<file path="config.mk">
export PLATFORM = sky130hd
export DESIGN_NAME = ifetch_queue
export DESIGN_NICKNAME = d
export VERILOG_FILES = /design/src/rtl/ifetch_queue_pkg.sv /design/src/rtl/ifetch_queue_mem.sv /design/src/rtl/ifetch_queue.sv
export SDC_FILE = /design/constraint.sdc
export NUM_CORES = 1
export LEC_CHECK = 0
export ABC_AREA = 1
export BUFFER_PORTS_ARGS = -buffer_cell sky130_fd_sc_hd__clkbuf_2
export CAP_MARGIN = 0
export CORE_MARGIN = 8
export CORE_UTILIZATION = 30
export CTS_CLUSTER_SIZE = 40
export DETAILED_ROUTE_END_ITERATION = 10
export GPL_TIMING_DRIVEN = 0
export PLACE_DENSITY_LB_ADDON = 0.3
export SYNTH_ARGS = -nofsm -noshare
export SYNTH_HDL_FRONTEND = slang
export SYNTH_SLANG_ARGS = --single-unit
</file>
<file path="constraint.sdc">
create_clock -name clk -period 3.1 [get_ports clk]
set_clock_uncertainty 0.2 [all_clocks]
set_input_delay 0.62 -clock clk [delete_from_list [all_inputs] [get_ports clk]]
set_output_delay 0.62 -clock clk [all_outputs]
set_load 0.1 [all_outputs]
</file>
<file path="src/rtl/ifetch_queue_pkg.sv">
// Shared constants for the instruction-fetch queue.
//   INSTR_W   : instruction word width
//   ADDR_W    : default fetch-address width
//   DEPTH     : default number of queue entries
//   NOP_INSTR : word presented on instr_out while the queue is empty
package ifetch_queue_pkg;
   localparam int          INSTR_W   = 32;
   localparam int          ADDR_W    = 8;
   localparam int          DEPTH     = 4;
   localparam logic [31:0] NOP_INSTR = 32'h0;
endpackage

</file>
<file path="src/rtl/ifetch_queue_mem.sv">
// Entry storage for the fetch queue: DEPTH x W, one write port, one
// asynchronous read port. Contents are not reset; the control logic
// masks stale entries with valid.
//   clk     : clock
//   we_i    : write enable
//   waddr_i : write index
//   wdata_i : write data
//   raddr_i : read index
//   rdata_o : read data (combinational)
module ifetch_queue_mem #(
   parameter int DEPTH = 4,
   parameter int W     = 40,
   parameter int PTR_W = $clog2(DEPTH)
) (
   input  logic             clk,
   input  logic             we_i,
   input  logic [PTR_W-1:0] waddr_i,
   input  logic [W-1:0]     wdata_i,
   input  logic [PTR_W-1:0] raddr_i,
   output logic [W-1:0]     rdata_o
);
   logic [W-1:0] mem_q [DEPTH];

   always_ff @(posedge clk) begin
      if (we_i) mem_q[waddr_i] <= wdata_i;
   end

   assign rdata_o = mem_q[raddr_i];
endmodule

</file>
<file path="src/rtl/ifetch_queue.sv">
// Instruction-fetch queue: fetches from a combinational ROM at fpc, buffers
// {instr, pc+4} entries in FIFO order, and hands the head to decode.
//   clk         : clock
//   R           : async active-low reset
//   rom_addr    : fetch address to ROM (= fpc)
//   rom_data    : ROM word for rom_addr
//   branch      : redirect, flushes queue and loads target_addr into fpc
//   target_addr : redirect address
//   deq_en      : decode accepts head entry
//   instr_out   : head instruction (NOP when empty)
//   pc_plus_4   : head fetch address + 4 (0 when empty)
//   valid       : head present
//   count       : occupied entries
module ifetch_queue #(
   parameter int DEPTH  = ifetch_queue_pkg::DEPTH,
   parameter int ADDR_W = ifetch_queue_pkg::ADDR_W
) (
   input  logic                     clk,
   input  logic                     R,
   output logic [ADDR_W-1:0]        rom_addr,
   input  logic [31:0]              rom_data,
   input  logic                     branch,
   input  logic [ADDR_W-1:0]        target_addr,
   input  logic                     deq_en,
   output logic [31:0]              instr_out,
   output logic [ADDR_W-1:0]        pc_plus_4,
   output logic                     valid,
   output logic [$clog2(DEPTH):0]   count
);
   import ifetch_queue_pkg::*;

   localparam int PTR_W = $clog2(DEPTH);
   localparam int CNT_W = PTR_W + 1;
   localparam int ENT_W = INSTR_W + ADDR_W;

   logic [ADDR_W-1:0] fpc_q, fpc_d;
   logic [PTR_W-1:0]  head_q, head_d, tail_q, tail_d;
   logic [CNT_W-1:0]  count_q, count_d;
   logic [ENT_W-1:0]  rdata;
   logic [ADDR_W-1:0] fpc_inc;
   logic              full, enq, deq;

   assign fpc_inc = fpc_q + ADDR_W'(4);
   assign full    = (count_q == CNT_W'(DEPTH));
   assign valid   = (count_q != '0);
   // Branch wins over both ports; a full queue may still enqueue into the
   // slot freed by a same-cycle dequeue.
   assign deq     = valid && deq_en && !branch;
   assign enq     = !branch && (!full || deq);

   always_comb begin
      fpc_d   = fpc_q;
      head_d  = head_q;
      tail_d  = tail_q;
      count_d = count_q;
      if (branch) begin
         fpc_d   = target_addr;
         head_d  = '0;
         tail_d  = '0;
         count_d = '0;
      end else begin
         if (enq) begin
            fpc_d  = fpc_inc;
            tail_d = tail_q + PTR_W'(1);
         end
         if (deq) head_d = head_q + PTR_W'(1);
         if (enq && !deq)      count_d = count_q + CNT_W'(1);
         else if (deq && !enq) count_d = count_q - CNT_W'(1);
      end
   end

   always_ff @(posedge clk or negedge R) begin
      if (!R) begin
         fpc_q   <= '0;
         head_q  <= '0;
         tail_q  <= '0;
         count_q <= '0;
      end else begin
         fpc_q   <= fpc_d;
         head_q  <= head_d;
         tail_q  <= tail_d;
         count_q <= count_d;
      end
   end

   ifetch_queue_mem #(.DEPTH(DEPTH), .W(ENT_W)) u_mem (
      .clk     (clk),
      .we_i    (enq),
      .waddr_i (tail_q),
      .wdata_i ({rom_data, fpc_inc}),
      .raddr_i (head_q),
      .rdata_o (rdata)
   );

   assign rom_addr  = fpc_q;
   assign count     = count_q;
   assign instr_out = valid ? rdata[ENT_W-1 -: INSTR_W] : NOP_INSTR;
   assign pc_plus_4 = valid ? rdata[ADDR_W-1:0] : '0;
endmodule

</file>
## Word-level counts from Yosys, hierarchy flattened

Memories as Yosys holds them, arrays and structs flattened.
Cells that the tools add are included.

| operators by class | value |
|---|---|
| add/sub/neg operators | 5 |
| eq/ne operators | 1 |
| mux-type cells | 13 |
| reductions and logical operators | 14 |

Operator list:

| operator | number |
|---|---|
| $mux W32 | 1 |
| $mux W8 | 3 |
| $mux W3 | 3 |
| $add A8 B3 Y8 const B | 1 |
| $mux W2 | 4 |
| $reduce_bool A3 Y1 | 2 |
| $logic_and A1 B1 Y1 | 5 |
| $add A2 B1 Y2 const B | 2 |
| $logic_not A1 Y1 | 4 |
| $reduce_bool A2 Y1 | 2 |
| $add A3 B1 Y3 const B | 1 |
| $eq A3 B3 Y1 const B | 1 |
| $sub A3 B1 Y3 const B | 1 |
| $mux W1 | 2 |
| $logic_or A1 B1 Y1 | 1 |

| storage, ports and cells | value |
|---|---|
| bits in registers | 15 |
| RAM bits | 160 |
| bits of input ports | 44 |
| word-level logic and storage cells | 38 |
| memories | 1 |

Memory list:

| name | depth | bits a word | rd ports | clocked after Yosys merged registers in | wr ports | RTL line | RTL |
|---|---|---|---|---|---|---|---|
| u_mem.mem_q | 4 | 40 | 1 | 0 | 1 | ifetch_queue_mem.sv:22 | `logic [W-1:0] mem_q [DEPTH];` |

## Logic depth before layout (Yosys ltp)

Gate-level depths: netlist (run 1).

| logic depth | value |
|---|---|
| depth after elaboration | 10 |
| mapped depth | 11 |
| depth with buffers taken out | 11 |

## Modules after synthesis

From an unflattened synthesis (run 1), not the netlist that was laid out.

| second synthesis, totals | value |
|---|---|
| cell total of the unflattened synthesis | 823 |
| area, all modules | 7992.7 um^2 |

By module, submodules not included:

| module | instances | cells each | area each (um^2) |
|---|---|---|---|
| ifetch_queue_mem | 1 | 635 | 6782.8 |
| ifetch_queue | 1 | 188 | 1209.9 |

## Worst setup path after synthesis (run 1)

OpenSTA, ideal clock, no wires.

| timing | value |
|---|---|
| path type | register to output |
| start | reg count_q[0] (netlist: count[0]) |
| end | out instr_out[0] |
| arrival | 3291 ps |
| required time | 2280 ps |
| slack | -1011 ps |
| stages on the path, launching flop included | 6 |
| path buffers | 1 |
| path through | dfrtp_1 > nor2_4 > nand2_2 > inv_2 > buf_2 > a21oi_1 |

| on the way | value |
|---|---|
| cells in the longest elaborated chain, start to end | 2 |

RTL lines:

| element | RTL line | RTL |
|---|---|---|
| start, declared | ifetch_queue.sv:38 | `logic [CNT_W-1:0] count_q, count_d;` |
| start signal, assigned | ifetch_queue.sv:82 | `count_q <= count_d;` |
| $reduce_bool A3 Y1 | ifetch_queue.sv:45 | `assign valid = (count_q != '0);` |
| named net valid | ifetch_queue.sv:27 | `output logic valid,` |
| $mux W32 | ifetch_queue.sv:97 | `assign instr_out = valid ? rdata[ENT_W-1 -: INSTR_W] : NOP_INSTR;` |
| end, declared | ifetch_queue.sv:25 | `output logic [31:0] instr_out,` |

The timed path passes the listed nets, and every way through them passes these cells.

## Worst setup path in the final report (run 1)

| timing | value |
|---|---|
| start | reg head_q[1] |
| end | out pc_plus_4[6] |

| on the way | value |
|---|---|
| cells in the longest elaborated chain, start to end | 2 |

RTL lines:

| element | RTL line | RTL |
|---|---|---|
| start, declared | ifetch_queue.sv:37 | `logic [PTR_W-1:0] head_q, head_d, tail_q, tail_d;` |
| start signal, assigned | ifetch_queue.sv:75 | `head_q <= '0;` |
| start signal, assigned | ifetch_queue.sv:80 | `head_q <= head_d;` |
| $mem_v2 Z4 W40 | -- |  |
| $mux W8 | ifetch_queue.sv:98 | `assign pc_plus_4 = valid ? rdata[ADDR_W-1:0] : '0;` |
| end, declared | ifetch_queue.sv:26 | `output logic [ADDR_W-1:0] pc_plus_4,` |

No other way between the ends.

==> impl_metrics.ini, run 1 <==
[logic_synthesis]
synth_top_cell_area_share = 0.679
synth_area_leader_cell = edfxtp_1
async_flop_share = 0.0857
yosys.cell_types.count = 27
syn_nets = 638
yosysWarnings = 0
synthTopCellsByCount = 164 x nor2_1, 160 x edfxtp_1, 68 x o21ai_0
synth.area.top_cells = edfxtp_1 68%, nor2_1 8.7%, dfrtp_1 5.3%
synth_edf_count = 160
synth-seq-area-share = 0.732
synth_area_mm2 = 0.00707
synth-seq-cells = 175
synth_area_per_cell_um2 = 12.0
synth_ff_type = edfxtp_1
yosysMostFrequentCell = nor2_1
syn-instance-count = 588

[pwr]
p_per_area_mw_per_mm2 = 1060
p_leak_nw = 3.36
power.total_mw = 9.77
vdd_drop_max_mv = 0.729

[floorplanning]
start_util = 0.303
die_height_um = 170
coreArea_mm2 = 0.0233
chipWidth_um = 170
io_pins = 96
fp-row-count = 56
die_area_mm2 = 0.0287

[detailed_routing]
viasPerCell = 4.46
routed-via-count = 4636
drt-pass1-iter-count = 4
drcViolationCount = 0
ant_nets = 0
first_iter_violations = 199
drt-total-wl_mm = 17.7
wl_per_cell_um = 17.0

[critical_path]
critPathCaptureType = output pin
critPathTopFamily = buffers and inverters
required_ps = 2280
r2r_slack_ps = 920
crit_chain = buf_2 -> clkbuf_1 -> nor2_1 -> o21ai_0 -> a21oi_4 -> clkbuf_2
critPathKind = reg2out
slowest_stage = clkbuf_2
path_max_fanout = 10
start_kind = register
slowest_delay_ps = 480
cp_num_buf_inv = 3
cp.arrival_ps = 2170

[clocking]
htreeDepth = 4
cts_sinks = 175
post_cts_buffers = 0
clk_pin_slew_ps = 70
cts_root_buf = clkbuf_16
clk_latency_ps = 420
cts_buffers = 17
clk_path_buf_depth = 2
cts_tree = built

[final_layout]
fillCellCount = 2216
fin_util = 0.395
instances_no_fill = 1039
drive_above_1_share = 0.297
area_growth_pct = 30.3
regArea_mm2 = 0.00518
multi_input_area_mm2 = 0.00208
diodes = 0
finalNetCount = 757

[grt]
first_global_vias = 4845
grt_max_degree = 31
overflow = 0
grt_usage = 0.128
grt_antenna_before_repair = 0
grt_pass1_wl_mm = 27.8

[job]
cap_violations = 0

[status]
run_status = finished clean

[timing]
fin_crit_sh = 0.965
worst_pin_slew_ps = 588
drv_slew = 0
finalSetupViolCount = 0
fin_ws_ps = 109
rsz0062_at_grt = false
hold_violations = 0
relSlewSlack = 0.608
post-route-min-period_ps = 2990
fmax_ghz = 0.334

[hold_path]
hp-class = in2reg

[placement]
port_buffers = 95
dp_hpwl_mm = 11.4
gp_congestion = 0.736
dp.cells = 1006
pre_cts_ws_ps = 238
[layout make-up]
type                       count  area share
buffer                        35      0.0216
inverter                      21     0.00855
tap                          319      0.0433
clock buffer                  23      0.0530
multi-input combinational    357       0.225
sequential                   175       0.563
clock inverter                 9      0.0143
timing repair buffer         100      0.0714
[cells in the final DEF, fill, tap and decap left out, types with 2 or more instances in the layout]
cell        instances
buf_2              18
a21oi_4            40
nand3_1             7
clkinvlp_4          2
nor2_1            164
nand2_2             2
clkbuf_8            4
clkbuf_16          17
o21ai_1            19
inv_1              13
dfrtp_1            12
bufinv_16           3
dfrtp_2             3
inv_2               8
buf_6               2
clkbuf_2           61
ha_1                5
buf_12              4
clkbuf_1            7
clkbuf_4           39
edfxtp_1          160
a21oi_1             2
o21ai_0            68
inv_6               2
buf_4               5
nand2_1            39
xor2_1              2
[flip-flops by register name (all words and copies together), names as in the netlist]
name         count
tail_q           2
u_mem.mem_q    160
rom_addr         8
count            3
head_q           2
[cells by family after synthesis]
group,after synthesis,synth area share
flops,175,0.732
compound gates,132,0.0952
simple gates,216,0.119
xor+xnor,3,0.00372
fa+ha+maj,6,0.0117
buf+inv,56,0.0377
[tightest hold or removal path, stage by stage]
cell and delay, ps:
clkbuf_2 70, a21oi_1 60, nand2_1 50
[path summary, 6_finish.rpt]
check / startpoint / to / depth (start not counted)
min in group asynchronous: R / rom_addr[7] / 2
max in group asynchronous: R / count[0] / 2
worst min-delay path: target_addr[7] / rom_addr[7] / 3
worst max register to register: count[2] / u_mem.mem_q[0][30] / 5
worst min register to register: count[0] / count[0] / 1
worst max-delay path: head_q[1] / pc_plus_4[6] / 6
[per-stage QoR]
| step | TNS (ps) | instance area [um2] | hold WS, ps |
|---|---|---|---|
| finish | 0 | 9220 | 207 |
| global route | 0 | 9220 | 196 |
| CTS | 0 | 9190 | 192 |
| detailed placement | 0 | 8480 | 328 |
| global placement | -47040 | 8400 | 326 |
| floorplan | 0 | 7530 | 124 |
[report_power, final]
group / internal, mW / total, mW / leakage (nW) / switching [mW]
clock network: 1.36 / 2.23 / 0.298 / 0.871
registers: 2.85 / 2.93 / 1.65 / 0.0842
logic: 0.930 / 4.61 / 1.41 / 3.68
[what timing repair did]
| item | 4_1_cts | 5_1_grt |
|---|---|---|
| hold buffers | 1 | 0 |
| setup endpoints to repair | 39 | 9 |
| gates resized for setup | 34 | 18 |
| hold endpoints to repair | 15 | 0 |
[routing by layer]
layer / routed length (um) / track usage / up-vias / share of wire
met2: 8410 / 0.213 / 119 / 0.48
met5: 0 / 0 / - / 0
met4: 229 / 0.0435 / 0 / 0.013
met1: 8080 / 0.162 / 2222 / 0.46
met3: 977 / 0.0314 / 18 / 0.055
li1: - / - / 2277 / -
Note: power is estimated with default switching activity, not from simulation.
==> run 2, diff against run 1 <==
--- a/config.mk
+++ b/config.mk
@@ -8,7 +8,7 @@
 export ABC_AREA = 1
 export BUFFER_PORTS_ARGS = -buffer_cell sky130_fd_sc_hd__clkbuf_2
 export CAP_MARGIN = 0
-export CORE_MARGIN = 8
+export CORE_MARGIN = 2
 export CORE_UTILIZATION = 30
 export CTS_CLUSTER_SIZE = 40
 export DETAILED_ROUTE_END_ITERATION = 10
==> constraint.sdc (replaced) <==
create_clock -name clk -period 3.1 [get_ports clk]
set_clock_uncertainty 0.2 [all_clocks]
set_input_delay 0 -clock clk [delete_from_list [all_inputs] [get_ports clk]]
set_output_delay 0 -clock clk [all_outputs]
set_load 0.1 [all_outputs]
==> run 2 against run 1 <==
- critical endpoint is now instr_out[1]
- non-clock buffer count increased by 61
- largest cell class unchanged
- routed wire length decreased by 5.0%
- worst setup slack better by 370 ps
==> impl_metrics.ini, run 2 (same netlist as run 1, synthesis figures left out) <==
[status]
run_status = finished clean

[detailed_routing]
drcViolationCount = 0
first_iter_violations = 307
drt-pass1-iter-count = 5
wl_per_cell_um = 15.3
ant_nets = 0
drt-total-wl_mm = 16.8
routed-via-count = 4883
viasPerCell = 4.44

[placement]
port_buffers = 95
gp_congestion = 0.730
dp_hpwl_mm = 10.5

[critical_path]
worstRegToRegCells = 10
reg2reg_from = count[0]
r2r_slack_ps = 600
cp.arrival_ps = 2420
path_max_fanout = 10
slowest_delay_ps = 500
critPathTopFamily = buffers and inverters
cp_num_buf_inv = 4
slowest_stage = clkbuf_2
crit_chain = buf_6 -> inv_2 -> clkbuf_1 -> o21ai_0 -> a21oi_1 -> clkbuf_2
critPathKind = reg2out
start_kind = register
required_ps = 2900
timing.rr.end = count[2]
critPathCaptureType = output pin

[pwr]
p_leak_nw = 3.54
vdd_drop_max_mv = 0.561
p_per_area_mw_per_mm2 = 980
pwr-share-seq = 0.324
p_sw_frac = 0.484
power_frac_comb = 0.447
p_int_mw = 4.67
p_switching_mw = 4.37
power.share.clock = 0.228

[timing]
worst_pin_slew_ps = 772
post-route-min-period_ps = 2620
rsz0062_at_grt = false
finalSetupTns_ps = 0
drv_slew = 0
relSlewSlack = 0.484
fmax_ghz = 0.381
whs_ps = 134
hold_violations = 0
fin_crit_sh = 0.846
finalSetupViolCount = 0

[hold_path]
hp-class = in2reg
holdPathEnd = u_mem.mem_q[1][14]
hold_start = rom_data[6]
hold_depth = 2

[clocking]
clk_pin_slew_ps = 60
post_cts_buffers = 0
clk_latency_ps = 420
cts_tree = built
cts_root_buf = clkbuf_16
cts_sinks = 175
cts_buffers = 17
clk_path_buf_depth = 2
htreeDepth = 4

[final_layout]
layout_commonest_cell = nor2_1
fillCellCount = 2232
regArea_mm2 = 0.00518
drive_above_1_share = 0.219
multi_input_area_mm2 = 0.00163
fin_util = 0.396
area_growth_pct = 30.5
largest-register = u_mem.mem_q
most-common-layout-cells = 164 x nor2_1, 160 x edfxtp_1, 97 x clkbuf_2
finalNetCount = 818
largest_register_ffs = 160

[floorplanning]
coreArea_mm2 = 0.0233
die_area_mm2 = 0.0248
chipWidth_um = 158
start_util = 0.303
die_height_um = 158
io_pins = 96
fp-row-count = 56

[job]
cap_violations = 0

[grt]
first_global_vias = 4651
grt_antenna_before_repair = 0
overflow = 0
grt_max_degree = 29
grt_pass1_wl_mm = 25.7
grt_usage = 0.141
run 2: cell type report:
cell class                 count  area share
clock buffer                  18      0.0488
timing repair buffer         161       0.127
buffer                        35      0.0203
antenna                        1    0.000271
inverter                      21     0.00854
tap                          319      0.0432
clock inverter                14      0.0138
sequential                   175       0.561
multi-input combinational    357       0.176
run 2: worst register-to-register path, stage by stage, from the launching register on:
cell and delay, ps:
dfrtp_1 440, nor2_4 180, a31oi_2 110, dlygate4sd3_1 600, nand2_1 120, inv_1 60
fa_1 350, inv_1 80, a41oi_1 120, nand2_1 90, inv_1 40
run 2: layer usage:
layer	share of wire	global-route usage	vias to the layer above
li1	-	-	2411
met1	0.48	0.194	2331
met2	0.46	0.221	129
met3	0.048	0.0350	12
met4	0.0072	0.0403	0
met5	0	0	-
run 2: worst max-delay path by stage:
stage | startpoint | to | slack, ps | depth (start not counted)
after floorplan | count[0] | instr_out[0] | -390 | 5
after global placement | count[2] | u_mem.mem_q[1][21] | 50 | 4
after detailed placement | count[2] | u_mem.mem_q[0][22] | 880 | 5
after CTS | head_q[0] | instr_out[1] | 430 | 6
after global routing | head_q[0] | instr_out[19] | 320 | 6
final | head_q[0] | instr_out[1] | 480 | 6
run 2: stage by stage:
step,cell area [um2],setup slack (ps),power (mW),instances
2_1_floorplan,7070,-391,6.17,588
3_3_place_gp,7950,48.0,6.96,1002
3_5_place_dp,8030,882,6.99,1006
4_1_cts,9230,432,9.13,1100
5_1_grt,9230,317,9.44,1100
6_report,9230,479,9.04,1101
run 2: power groups by stage:
stage | clock [mW] | combinational [mW] | sequential, mW
finish | 2.07 | 4.05 | 2.93
global route | 2.20 | 4.29 | 2.95
floorplan | 0 | 3.01 | 3.16
CTS | 2.11 | 4.09 | 2.93
global placement | 0 | 3.97 | 2.99
detailed placement | 0 | 4.01 | 2.98
run 2: timing repair:
item,CTS,global route
hold buffers,62,0
endpoints found under the hold margin,158,0
resized for setup,0,0
==> run 3, diff against run 2 <==
==> constraint.sdc (replaced) <==
create_clock -name clk -period 2.5 [get_ports clk]
set_clock_uncertainty 0.2 [all_clocks]
set_input_delay 0 -clock clk [delete_from_list [all_inputs] [get_ports clk]]
set_output_delay 0 -clock clk [all_outputs]
set_load 0.1 [all_outputs]
==> run 3 against run 2 <==
- sequential power up 24%
- non-clock buffer count down 5
- die area unchanged
- utilization up 2.3 points
- power up 34%
- hold slack better by 2.0 ps
- clock power up 29%
- via count up 0.37%
- first-iteration DRC count up 5.9%
==> impl_metrics.ini, run 3 (same netlist as run 1, synthesis figures left out) <==
[status]
run_status = finished clean

[final_layout]
largest-register = u_mem.mem_q
multi_input_area_mm2 = 0.00209
layout_commonest_cell = nor2_1
most-common-layout-cells = 164 x nor2_1, 160 x edfxtp_1, 68 x o21ai_0
area_growth_pct = 38.1
finalNetCount = 817
fin_util = 0.419
regArea_mm2 = 0.00518
drive_above_1_share = 0.281
diodes = 0
largest_register_ffs = 160
fillCellCount = 2181

[timing]
fin_crit_sh = 0.962
post-route-min-period_ps = 2410
fmax_ghz = 0.416
drv_slew = 0
rsz0062_at_grt = false
worst_pin_slew_ps = 760
hold_violations = 0
fin_ws_ps = 94.0
finalSetupViolCount = 0
relSlewSlack = 0.492

[clocking]
cts_buffers = 17
cts_sinks = 175
htreeDepth = 4
post_cts_buffers = 0
clk_path_buf_depth = 2
clk_pin_slew_ps = 70
cts_root_buf = clkbuf_16
clk_latency_ps = 420
cts_tree = built

[placement]
dp_hpwl_mm = 10.4
port_buffers = 95
gp_congestion = 0.725
pre_cts_ws_ps = -331

[floorplanning]
die_height_um = 158
fp-row-count = 56
die_area_mm2 = 0.0248
chipWidth_um = 158
start_util = 0.303
coreArea_mm2 = 0.0233
io_pins = 96

[critical_path]
path_max_fanout = 10
cp.arrival_ps = 2210
reg2reg_from = count[0]
critPathCaptureType = output pin
critPathKind = reg2out
startpoint = head_q[1]
required_ps = 2300
start_kind = register

[detailed_routing]
drcViolationCount = 0
ant_nets = 0
drt-pass1-iter-count = 5
wl_per_cell_um = 16.6
drt-total-wl_mm = 18.2
viasPerCell = 4.46
first_iter_violations = 325
routed-via-count = 4901

[hold_path]
hp-class = in2reg
hold_start = rom_data[26]

[pwr]
p_leak_nw = 3.54
power.total_mw = 12.1
vdd_drop_max_mv = 0.839
p_per_area_mw_per_mm2 = 1240

[grt]
grt_antenna_before_repair = 0
overflow = 0
grt_pass1_wl_mm = 27.3
grt_usage = 0.151
grt_max_degree = 21
first_global_vias = 4836

[job]
cap_violations = 0
-- run 3: final timing paths --
path	slack [ps]	end	depth (start not counted)
max	90	pc_plus_4[6]	6
min	140	u_mem.mem_q[1][34]	2
max reg2reg	110	u_mem.mem_q[0][18]	5
min reg2reg	350	count[0]	1
max in group asynchronous	1050	count[1]	3
min in group asynchronous	520	count[2]	3
-- run 3: power breakdown --
| group | switching, mW | internal (mW) |
|---|---|---|
| clock network | 1.06 | 1.61 |
| registers | 0.107 | 3.54 |
| logic | 4.60 | 1.20 |
| total | 5.77 | 6.34 |
-- run 3: layer usage --
metal / part of all wire / wire (um) / vias to the layer above / GRT usage
li1: - / - / 2400 / -
met2: 0.49 / 8930 / 111 / 0.256
met3: 0.040 / 726 / 21 / 0.0314
met5: 0 / 0 / - / 0
met4: 0.016 / 289 / 0 / 0.0489
met1: 0.45 / 8270 / 2369 / 0.195
-- run 3: critical path: stages, from the launching register on --
cell and delay (ps):
dfrtp_1 350, buf_2 150, clkbuf_1 280, nor2_1 170, o21ai_0 150, a21oi_4 190, clkbuf_2 470
-- run 3: cell type report --
type	instances	area share
clock inverter	8	0.0108
timing repair buffer	156	0.120
tap	319	0.0409
buffer	35	0.0201
sequential	175	0.531
multi-input combinational	357	0.214
timing repair inverter	4	0.00307
inverter	21	0.00960
clock buffer	24	0.0514
-- run 3: what timing repair did --
| item | CTS | global route |
|---|---|---|
| resized for setup | 23 | 48 |
| endpoints found under the hold margin | 158 | 0 |
| gates cloned | 4 | 0 |
| hold buffers | 61 | 0 |
| setup endpoints to repair | 195 | 106 |
-- run 3: through the flow --
step,cells,hold WS [ps],cell area [um2],TNS (ps)
after detailed placement,1002,-241,8420,-49000
final,1099,136,9770,0
after CTS,1099,121,9710,0
after global placement,1002,-246,8420,-44370
after global routing,1099,128,9770,0
after floorplan,588,-496,7550,0
